<file path="src/rtl/doorlock_lockout.sv">
// Keypad door lock: PIN entry/check, guarded PIN change, failure lockout.
// Latency: star at edge N -> compare in cycle N+1 -> open/alarm in cycle N+2.
// No backpressure: keys are one-cycle pulses; keys arriving in non-entry states are dropped.
module doorlock_lockout #(
  parameter int MAX_LEN     = 6,
  parameter int MIN_LEN     = 2,
  parameter int MAX_FAIL    = 3,
  parameter int LOCK_CYCLES = 1000
) (
  input  logic                          clk,
  input  logic                          n_rst,
  input  logic                          star,
  input  logic                          sharp,
  input  logic [9:0]                    number,
  output logic                          open,
  output logic                          alarm,
  output logic                          locked,
  output logic                          mode_active,
  output logic                          mode_set,
  output logic                          set_ok,
  output logic                          set_err,
  output logic [$clog2(MAX_FAIL+1)-1:0] fail_cnt
);

  localparam int CW = $clog2(MAX_LEN + 2);
  localparam int FW = $clog2(MAX_FAIL + 1);
  localparam int LW = (LOCK_CYCLES > 1) ? $clog2(LOCK_CYCLES) : 1;

  typedef enum logic [3:0] {
    IDLE, ENTRY, CHECK, OPEN, ALARM, LOCK,
    V_ENTRY, V_CHECK, NEW_ENTRY, CONFIRM, COMMIT, SET_ERR
  } state_t;

  typedef logic [MAX_LEN-1:0][3:0] pin_buf_t;

  state_t        state_q, state_d;
  pin_buf_t      ent_q, ent_d, new_q, new_d, pin_q, pin_d;
  logic [CW-1:0] cnt_q, cnt_d, new_len_q, new_len_d, pin_len_q, pin_len_d;
  logic [FW-1:0] fail_q, fail_d;
  logic [LW-1:0] lock_q, lock_d;

  logic          dig_vld;
  logic [3:0]    dig_dat;
  logic          key_sharp, key_star, key_dig;
  logic          ovf, pin_ok, len_ok, cfm_ok, store;

  // Compare the first len digits of two buffers
  function automatic logic buf_match(input pin_buf_t a, input pin_buf_t b,
                                     input logic [CW-1:0] len);
    logic m;
    m = 1'b1;
    for (int i = 0; i < MAX_LEN; i++)
      if (i < int'(len) && a[i] != b[i]) m = 1'b0;
    return m;
  endfunction

  // Key decode: exactly one-hot digit only; sharp beats star beats digit
  always_comb begin
    dig_vld = (number != 10'd0) && ((number & (number - 10'd1)) == 10'd0);
    dig_dat = 4'd0;
    for (int k = 0; k < 10; k++)
      if (number[k]) dig_dat = 4'(k);
    key_sharp = sharp;
    key_star  = star && !sharp;
    key_dig   = dig_vld && !star && !sharp;
  end

  assign ovf    = cnt_q > CW'(MAX_LEN);
  assign pin_ok = !ovf && (cnt_q == pin_len_q) && buf_match(ent_q, pin_q, pin_len_q);
  assign len_ok = !ovf && (cnt_q >= CW'(MIN_LEN));
  assign cfm_ok = !ovf && (cnt_q == new_len_q) && buf_match(ent_q, new_q, new_len_q);

  // Next-state, buffer, counter and stored-PIN logic
  always_comb begin
    state_d   = state_q;
    ent_d     = ent_q;
    new_d     = new_q;
    cnt_d     = cnt_q;
    new_len_d = new_len_q;
    pin_d     = pin_q;
    pin_len_d = pin_len_q;
    fail_d    = fail_q;
    lock_d    = lock_q;
    store     = 1'b0;

    unique case (state_q)
      IDLE: begin
        if (key_sharp)    state_d = V_ENTRY;
        else if (key_dig) begin state_d = ENTRY; store = 1'b1; end
      end
      ENTRY: begin
        if (key_sharp)     state_d = IDLE;
        else if (key_star) state_d = CHECK;
        else if (key_dig)  store = 1'b1;
      end
      V_ENTRY: begin
        if (key_sharp)     state_d = IDLE;
        else if (key_star) state_d = V_CHECK;
        else if (key_dig)  store = 1'b1;
      end
      NEW_ENTRY: begin
        if (key_sharp) state_d = IDLE;
        else if (key_star) begin
          if (len_ok) begin
            state_d   = CONFIRM;
            new_len_d = cnt_q;
            cnt_d     = '0;
            ent_d     = '0;
          end else begin
            state_d = SET_ERR;
          end
        end else if (key_dig) store = 1'b1;
      end
      CONFIRM: begin
        if (key_sharp)     state_d = IDLE;
        else if (key_star) state_d = cfm_ok ? COMMIT : SET_ERR;
        else if (key_dig)  store = 1'b1;
      end
      CHECK, V_CHECK: begin
        if (pin_ok) begin
          fail_d = '0;
          if (state_q == CHECK) begin
            state_d = OPEN;
          end else begin
            state_d = NEW_ENTRY;
            cnt_d   = '0;
            ent_d   = '0;
          end
        end else begin
          // Count is bumped on entry so it is visible alongside the alarm pulse
          state_d = ALARM;
          fail_d  = (fail_q == FW'(MAX_FAIL)) ? fail_q : fail_q + FW'(1);
        end
      end
      ALARM: begin
        if (fail_q == FW'(MAX_FAIL)) begin
          state_d = LOCK;
          lock_d  = LW'(LOCK_CYCLES - 1);
        end else begin
          state_d = IDLE;
        end
      end
      LOCK: begin
        if (lock_q == '0) begin
          state_d = IDLE;
          fail_d  = '0;
        end else begin
          lock_d = lock_q - LW'(1);
        end
      end
      COMMIT: begin
        pin_d     = new_q;
        pin_len_d = new_len_q;
        state_d   = IDLE;
      end
      OPEN, SET_ERR: state_d = IDLE;
      default:       state_d = IDLE;
    endcase

    // Digits land in the new-PIN buffer while setting, else the entry buffer
    if (store) begin
      for (int i = 0; i < MAX_LEN; i++) begin
        if (CW'(i) == cnt_q) begin
          if (state_q == NEW_ENTRY) new_d[i] = dig_dat;
          else                      ent_d[i] = dig_dat;
        end
      end
      if (cnt_q <= CW'(MAX_LEN)) cnt_d = cnt_q + CW'(1);
    end

    if (state_d == IDLE) begin
      ent_d     = '0;
      new_d     = '0;
      cnt_d     = '0;
      new_len_d = '0;
    end
  end

  // State registers; reset restores the default all-zero PIN
  always_ff @(posedge clk or negedge n_rst) begin
    if (!n_rst) begin
      state_q   <= IDLE;
      ent_q     <= '0;
      new_q     <= '0;
      cnt_q     <= '0;
      new_len_q <= '0;
      pin_q     <= '0;
      pin_len_q <= CW'(MIN_LEN);
      fail_q    <= '0;
      lock_q    <= '0;
    end else begin
      state_q   <= state_d;
      ent_q     <= ent_d;
      new_q     <= new_d;
      cnt_q     <= cnt_d;
      new_len_q <= new_len_d;
      pin_q     <= pin_d;
      pin_len_q <= pin_len_d;
      fail_q    <= fail_d;
      lock_q    <= lock_d;
    end
  end

  // Moore output decodes of the registered state
  always_comb begin
    open        = (state_q == OPEN);
    alarm       = (state_q == ALARM);
    locked      = (state_q == LOCK);
    set_ok      = (state_q == COMMIT);
    set_err     = (state_q == SET_ERR);
    mode_set    = (state_q == V_ENTRY) || (state_q == V_CHECK) || (state_q == NEW_ENTRY) ||
                  (state_q == CONFIRM) || (state_q == COMMIT)  || (state_q == SET_ERR);
    mode_active = !mode_set && (state_q != LOCK);
    fail_cnt    = fail_q;
  end

endmodule

</file>
<file path="config.mk">
export PLATFORM = sky130hd
export DESIGN_NAME = doorlock_lockout
export DESIGN_NICKNAME = d
export VERILOG_FILES = /design/src/rtl/doorlock_lockout.sv
export SDC_FILE = /design/constraint.sdc
export NUM_CORES = 1
export LEC_CHECK = 0
export ABC_AREA = 1
export BUFFER_PORTS_ARGS = -buffer_cell sky130_fd_sc_hd__clkbuf_2
export CAP_MARGIN = 20
export CORE_AREA = 2 2 111 156
export CTS_CLUSTER_DIAMETER = 60
export CTS_CLUSTER_SIZE = 20
export DETAILED_ROUTE_END_ITERATION = 12
export DIE_AREA = 0 0 113 158
export HOLD_SLACK_MARGIN = 0.08
export PLACE_DENSITY = 0.5
export REMOVE_ABC_BUFFERS = 1
export SLEW_MARGIN = 15
export SYNTH_ARGS = -nofsm -noshare
export SYNTH_HDL_FRONTEND = slang
export SYNTH_SLANG_ARGS = --single-unit
</file>
<file path="constraint.sdc">
create_clock -name clk -period 2.9 [get_ports clk]
set_clock_uncertainty 0.1 [all_clocks]
set_input_delay 0.435 -clock clk [delete_from_list [all_inputs] [get_ports clk]]
set_output_delay 0.435 -clock clk [all_outputs]
set_load 0.03 [all_outputs]
</file>
==> reports/results.ini, run 1 <==
[run_status]
status = finished, violations left
violations = DRC

[global_route]
grt_overflow = 0
antenna_found_initial = 0
grt_max_degree = 53
grt_pass1_vias = 4923
grt.total_usage_pct = 18.4
grt_first_pass_wirelength_mm = 25.5

[timing]
fmax_ghz = 0.410
slew_viol_final = 0
tightest_slew_ns = 0.791
finalCriticalPeriod_ns = 2.44
post-route-period-util_pct = 84.1
relSlewSlack_pct = 47.2
rsz0062_at_grt = false
final-hold-violation-count = 0
setup_viol = 0
hold-worst-slack_ns = 0.397

[floorplanning]
die-height_um = 158
core-area_um2 = 16500
io-pin-count = 23
chipWidth_um = 113
rows = 56
start_util_pct = 36.2
dieArea_um2 = 17900

[cells_and_area]
final_cell_area_um2 = 6640
final_util_pct = 40.1
num_antenna_cells = 0
drive_gt1_share_pct = 13.9
synthToLayoutAreaGrowth_pct = 10.9
nets = 915

[synthesis]
synth.area.top_cells = dfrtp_1, nand2_1, nand3_1
synth_cell_type_count = 39
yosysWarningCount = 0
synth_top_area_share_pct = 40.2
netlist_area_um2 = 5980
synth.avg_cell_area_um2 = 6.87
synth_cells = 871
ys_seq_elements = 97
yosysTopAreaCell = dfrtp_1
seq_area_frac_synth_pct = 40.6

[cts]
cts.reportedPaths.clkPinSlew_ns = 0.07
post_cts_buffers = 0
htree_levels = 3
cts_buffers = 9
clock_path_buffers = 2
cts_tree = yes
root_buffer = clkbuf_16
cts.sinks = 97
worstSkewPairLatency_ns = 0.35

[drt]
route.vias.total = 5241
drt_first_pass_iters = 9
drt-initial-drc-count = 376
ant_nets = 0
via_per_inst = 4.76
wl_per_cell_um = 14.1
routed_wl_mm = 15.6
drc = 3

[place]
placed_cell_area_um2 = 6310
gp_congestion = 0.830
dp_hpwl_mm = 11.5
io_buffers = 22

[worst_hold_path]
hold_path.class = register to register
worstHoldEndpoint = pin_q[14]
holdPathStages = 2
hp-start = pin_q[14]

[setup_path]
cp.arrival_ns = 2.58
timing.rr.start = lock_q[0]
path_class = register to register
crit_family = simple AND/OR/NAND/NOR gates
worst_r2r_path_depth = 16
crit_chain = inv_1 > ha_1 > inv_1 > nor2_1 > nand2_1 > o21ai_2 > nand2_2 > inv_2 > nand3b_2 > a21oi_2 > nand3_2 > nor2_4 > nand2_4 > buf_4 > nand3_1 > nand2_1
path_buf_inv = 4
timing.reg2reg.setup_slack_ns = 0.46
cp_slowest_cell = dfrtp_1
r2r_end = new_q[12]
crit_required_ns = 3.04
cp-start-kind = register
startpoint = lock_q[0]
critPathMaxStageDelay_ns = 0.36
cp_max_fo = 37
worstSetupEndpointType = register

[power_and_ir_drop]
p_per_area_nw_per_um2 = 612
leakage_uw = 0.00370
irDropWorstVdd_uv = 451

[run]
cap_violations = 0

-- through the flow --
step                setup slack [ns]  power [uW]  setup TNS [ns]  instances
finish                         0.461        4060               0       1102
global route                   0.163        4300               0       1102
CTS                            0.427        4110               0       1102
detailed placement             0.426        2820               0       1085
global placement               0.360        2810               0       1085
floorplan                     -0.125        2320           -1.49        849
-- cell families (layout without fill, tap and decap cells) --
kind of cell / Yosys count / after routing / synth area share, %
flip-flops: 97 / 97 / 40.6
AND/OR/NAND/NOR: 518 / 518 / 37.2
AO/OA/AOI/OAI: 71 / 71 / 6.65
buffers and inverters: 157 / 185 / 11.0
adder cells (fa/ha/maj): 7 / 7 / 1.46
XOR/XNOR: 21 / 21 / 3.07
-- flip-flops by register name, indices dropped and copies added, names as in the netlist --
register / count
cnt_q: 3
fail_cnt: 2
new_len_q: 3
pin_len_q: 3
ent_q: 24
pin_q: 24
state_q: 4
lock_q: 10
new_q: 24
-- worst max-delay path by stage --
| stage | slack [ns] | end | cells past startpoint |
|---|---|---|---|
| after detailed placement | 0.43 | ent_q[16] | 16 |
| after global placement | 0.36 | new_q[20] | 15 |
| final | 0.46 | new_q[12] | 16 |
| after global routing | 0.16 | new_q[13] | 16 |
| after floorplan | -0.13 | pin_len_q[0] | 6 |
| after CTS | 0.43 | new_q[12] | 16 |
-- worst reg2reg max path: cells and delay by family (launching register included) --
family          cells  cell delay, ns
simple gates        9            0.87
buf+inv             4            0.56
flops               1            0.36
compound gates      2            0.29
fa+ha+maj           1            0.15
-- placed cells by master, fill, tap and decap left out, drive strengths merged --
cell | Yosys | layout
nand2 | 320 | 320
xor2 | 15 | 15
clkinv | 3 | 5
o211ai | 6 | 6
a31oi | 1 | 1
nand4 | 8 | 8
or2 | 2 | 2
ha | 7 | 7
dlygate4sd3 | 0 | 1
o21ai | 45 | 45
nand3b | 1 | 1
bufinv | 0 | 1
clkbuf | 9 | 32
clkinvlp | 0 | 1
xnor2 | 6 | 6
a22oi | 1 | 1
dfstp | 1 | 1
o21a | 1 | 1
nor3 | 6 | 6
buf | 13 | 12
dfrtp | 96 | 96
o2111ai | 1 | 1
inv | 132 | 133
nand3 | 93 | 93
a21oi | 15 | 15
nor2 | 88 | 88
a221oi | 1 | 1
-- layout make-up --
type                    instances  area, um^2
fillers                      1762        9900
well taps                     203         254
inverters                     135         513
multi-input cells             617        2900
flip-flops and latches         97        2430
clock buffers                  11         253
clock inverters                 5        62.6
repair buffers                 34         230
-- cells in the mapped netlist, drive strengths merged --
cell	number
nand2	320
a221oi	1
clkbuf	9
nand3b	1
nor2	88
inv	132
o21a	1
xnor2	6
clkinv	3
a22oi	1
a31oi	1
o211ai	6
o2111ai	1
dfrtp	96
a21oi	15
xor2	15
ha	7
dfstp	1
or2	2
o21ai	45
nand3	93
nor3	6
buf	13
nand4	8
-- per-layer routing --
metal | global-route usage, % | wire length, um | vias up
met2 | 33.4 | 8180 | 57
met1 | 22.3 | 6830 | 2431
met5 | 0 | 0 | -
met3 | 2.64 | 320 | 16
li1 | - | - | 2737
met4 | 5.81 | 265 | 0
-- power by group --
part	switching (uW)	leakage, uW	internal, uW
Sequential	52.9	0.00135	1390
Combinational	1000	0.00220	334
Clock	557	0.000154	723
-- what timing repair did --
item                                   in CTS  in global routing
hold buffers                                1                  0
gates resized for setup                     0                  0
setup endpoints to repair                   0                  0
endpoints found under the hold margin      36                  0
(Power assumes the default switching activity.)
==> run 2, diff against run 1 <==
--- a/config.mk
+++ b/config.mk
@@ -14,7 +14,7 @@
 export DETAILED_ROUTE_END_ITERATION = 12
 export DIE_AREA = 0 0 113 158
 export HOLD_SLACK_MARGIN = 0.08
-export PLACE_DENSITY = 0.5
+export PLACE_DENSITY = 0.51
 export REMOVE_ABC_BUFFERS = 1
 export SLEW_MARGIN = 15
 export SYNTH_ARGS = -nofsm -noshare
==> constraint.sdc (replaced) <==
create_clock -name clk -period 1.95 [get_ports clk]
set_clock_uncertainty 0.1 [all_clocks]
set_input_delay 0.2925 -clock clk [delete_from_list [all_inputs] [get_ports clk]]
set_output_delay 0.2925 -clock clk [all_outputs]
set_load 0.03 [all_outputs]
==> reports/results.ini, run 2 (same netlist as run 1, synthesis figures left out) <==
[timing]
rsz0062_at_grt = true
finalCriticalPeriod_ns = 2.26
final-hold-violation-count = 0
relSlewSlack_pct = 61.4
slew_viol_final = 0
post-route-period-util_pct = 116
setup_viol = 59
fin_ws_ns = -0.306
tightest_slew_ns = 0.579
fmax_ghz = 0.443
fin_tns_setup_ns = -14.77
hold-worst-slack_ns = 0.354

[cts]
cts.reportedPaths.clkPinSlew_ns = 0.07
cts_tree = yes
worstSkewPairLatency_ns = 0.35
cts.sinks = 97
root_buffer = clkbuf_16
cts_buffers = 9
htree_levels = 3
clock_path_buffers = 2

[power_and_ir_drop]
irDropWorstVdd_uv = 539
p_per_area_nw_per_um2 = 927
total_power_uw = 7470
leakage_uw = 0.00447

[drt]
drc = 3
route.vias.total = 5795
drt-initial-drc-count = 255
drt_first_pass_iters = 8
wl_per_cell_um = 13.5
ant_nets = 0
routed_wl_mm = 16.9
via_per_inst = 4.65

[global_route]
use_met3_pct = 2.30
grt_pass1_vias = 5662
grt_first_pass_wirelength_mm = 26.8
grt_max_degree = 98
antenna_found_initial = 0
grt_overflow = 0
grt.busiest_layer = met2
use_met1_pct = 21.4
grt.total_usage_pct = 19.0
use_met2_pct = 35.4

[cells_and_area]
synthToLayoutAreaGrowth_pct = 34.8
largestRegisters = ent_q: 24 flops, new_q: 24 flops, pin_q: 24 flops
nets = 1060
drive_gt1_share_pct = 30.5
stdcell_count = 1247
final_cell_mix = nand2_1, buf_4, dfrtp_1
multi_input_area_um2 = 3090
num_antenna_cells = 0
seqCellArea_um2 = 2430
fillers = 1720
final_common_cell = nand2_1

[floorplanning]
io-pin-count = 23
chipWidth_um = 113
rows = 56
die-height_um = 158
core-area_um2 = 16500
dieArea_um2 = 17900
start_util_pct = 36.2

[setup_path]
worstSetupEndpointType = register
path_buf_inv = 2
cp_slowest_cell = dfrtp_2
cp.arrival_ns = 2.39
path_class = register to register
crit_required_ns = 2.09
cp-start-kind = register
cp_max_fo = 20
crit_chain = buf_6 > o21ai_0 > a21oi_1 > nand3b_4 > a21oi_4 > nand3_2 > nor2_4 > nand2_8 > clkbuf_16 > nand3_1 > nand2_1
timing.reg2reg.setup_slack_ns = -0.31
critPathMaxStageDelay_ns = 0.45
crit_family = simple AND/OR/NAND/NOR gates

[place]
io_buffers = 22
dp_hpwl_mm = 11.6
gp_congestion = 0.933
dp_cells = 1208

[run_status]
violations = DRC, setup timing
status = finished, violations left

[worst_hold_path]
hold_path.class = input pin to register

[run]
cap_violations = 0

[run 2: routing by layer]
| metal | vias up | wire (um) |
|---|---|---|
| li1 | 3013 | - |
| met1 | 2670 | 7070 |
| met2 | 80 | 8830 |
| met3 | 32 | 370 |
| met4 | 0 | 610 |
| met5 | - | 0 |
[run 2: repair_timing]
item / CTS / global route
hold buffers: 1 / 0
endpoints found under the setup margin: 62 / 67
gates resized for setup: 22 / 60
cloned: 0 / 4
pin swaps: 2 / 13
endpoints found under the hold margin: 96 / 0
buffers inserted: 5 / 14
[run 2: final cells by class]
| type | count | area share, % |
|---|---|---|
| multi-input combinational | 617 | 38.3 |
| sequential | 97 | 30.2 |
| timing repair buffer | 179 | 18.3 |
| inverter | 135 | 6.41 |
| tap | 203 | 3.15 |
| clock buffer | 10 | 2.84 |
| clock inverter | 6 | 0.915 |
[run 2: metrics by stage]
step           util (%)  worst slack [ns]  area, um^2
2_1_floorplan         -             -1.08        5840
3_3_place_gp       44.1            -0.268        7290
3_5_place_dp       44.1            -0.263        7290
4_1_cts            46.5            -0.207        7690
5_1_grt            48.8            -0.450        8070
6_report           48.8            -0.306        8070
[run 2: report_power, final]
| group | switching [uW] | internal, uW |
|---|---|---|
| Clock | 846 | 1020 |
| Sequential | 77.9 | 2070 |
| Combinational | 2000 | 1460 |
| Total | 2920 | 4550 |
[run 2: worst min-delay path, stage by stage]
cell,delay [ns]
clkbuf_2,0.11
inv_1,0.07
buf_4,0.11
a31oi_1,0.08
nand3_2,0.10
[run 2: path summary, 6_finish.rpt]
check                      startpoint    endpoint  depth (start not counted)
max                        state_q[0]    new_q[7]                         11
min                             sharp  state_q[2]                          5
max reg2reg                state_q[0]    new_q[7]                         11
min reg2reg                 pin_q[15]   pin_q[15]                          2
max in group asynchronous       n_rst   pin_q[11]                          3
min in group asynchronous       n_rst   lock_q[5]                          3
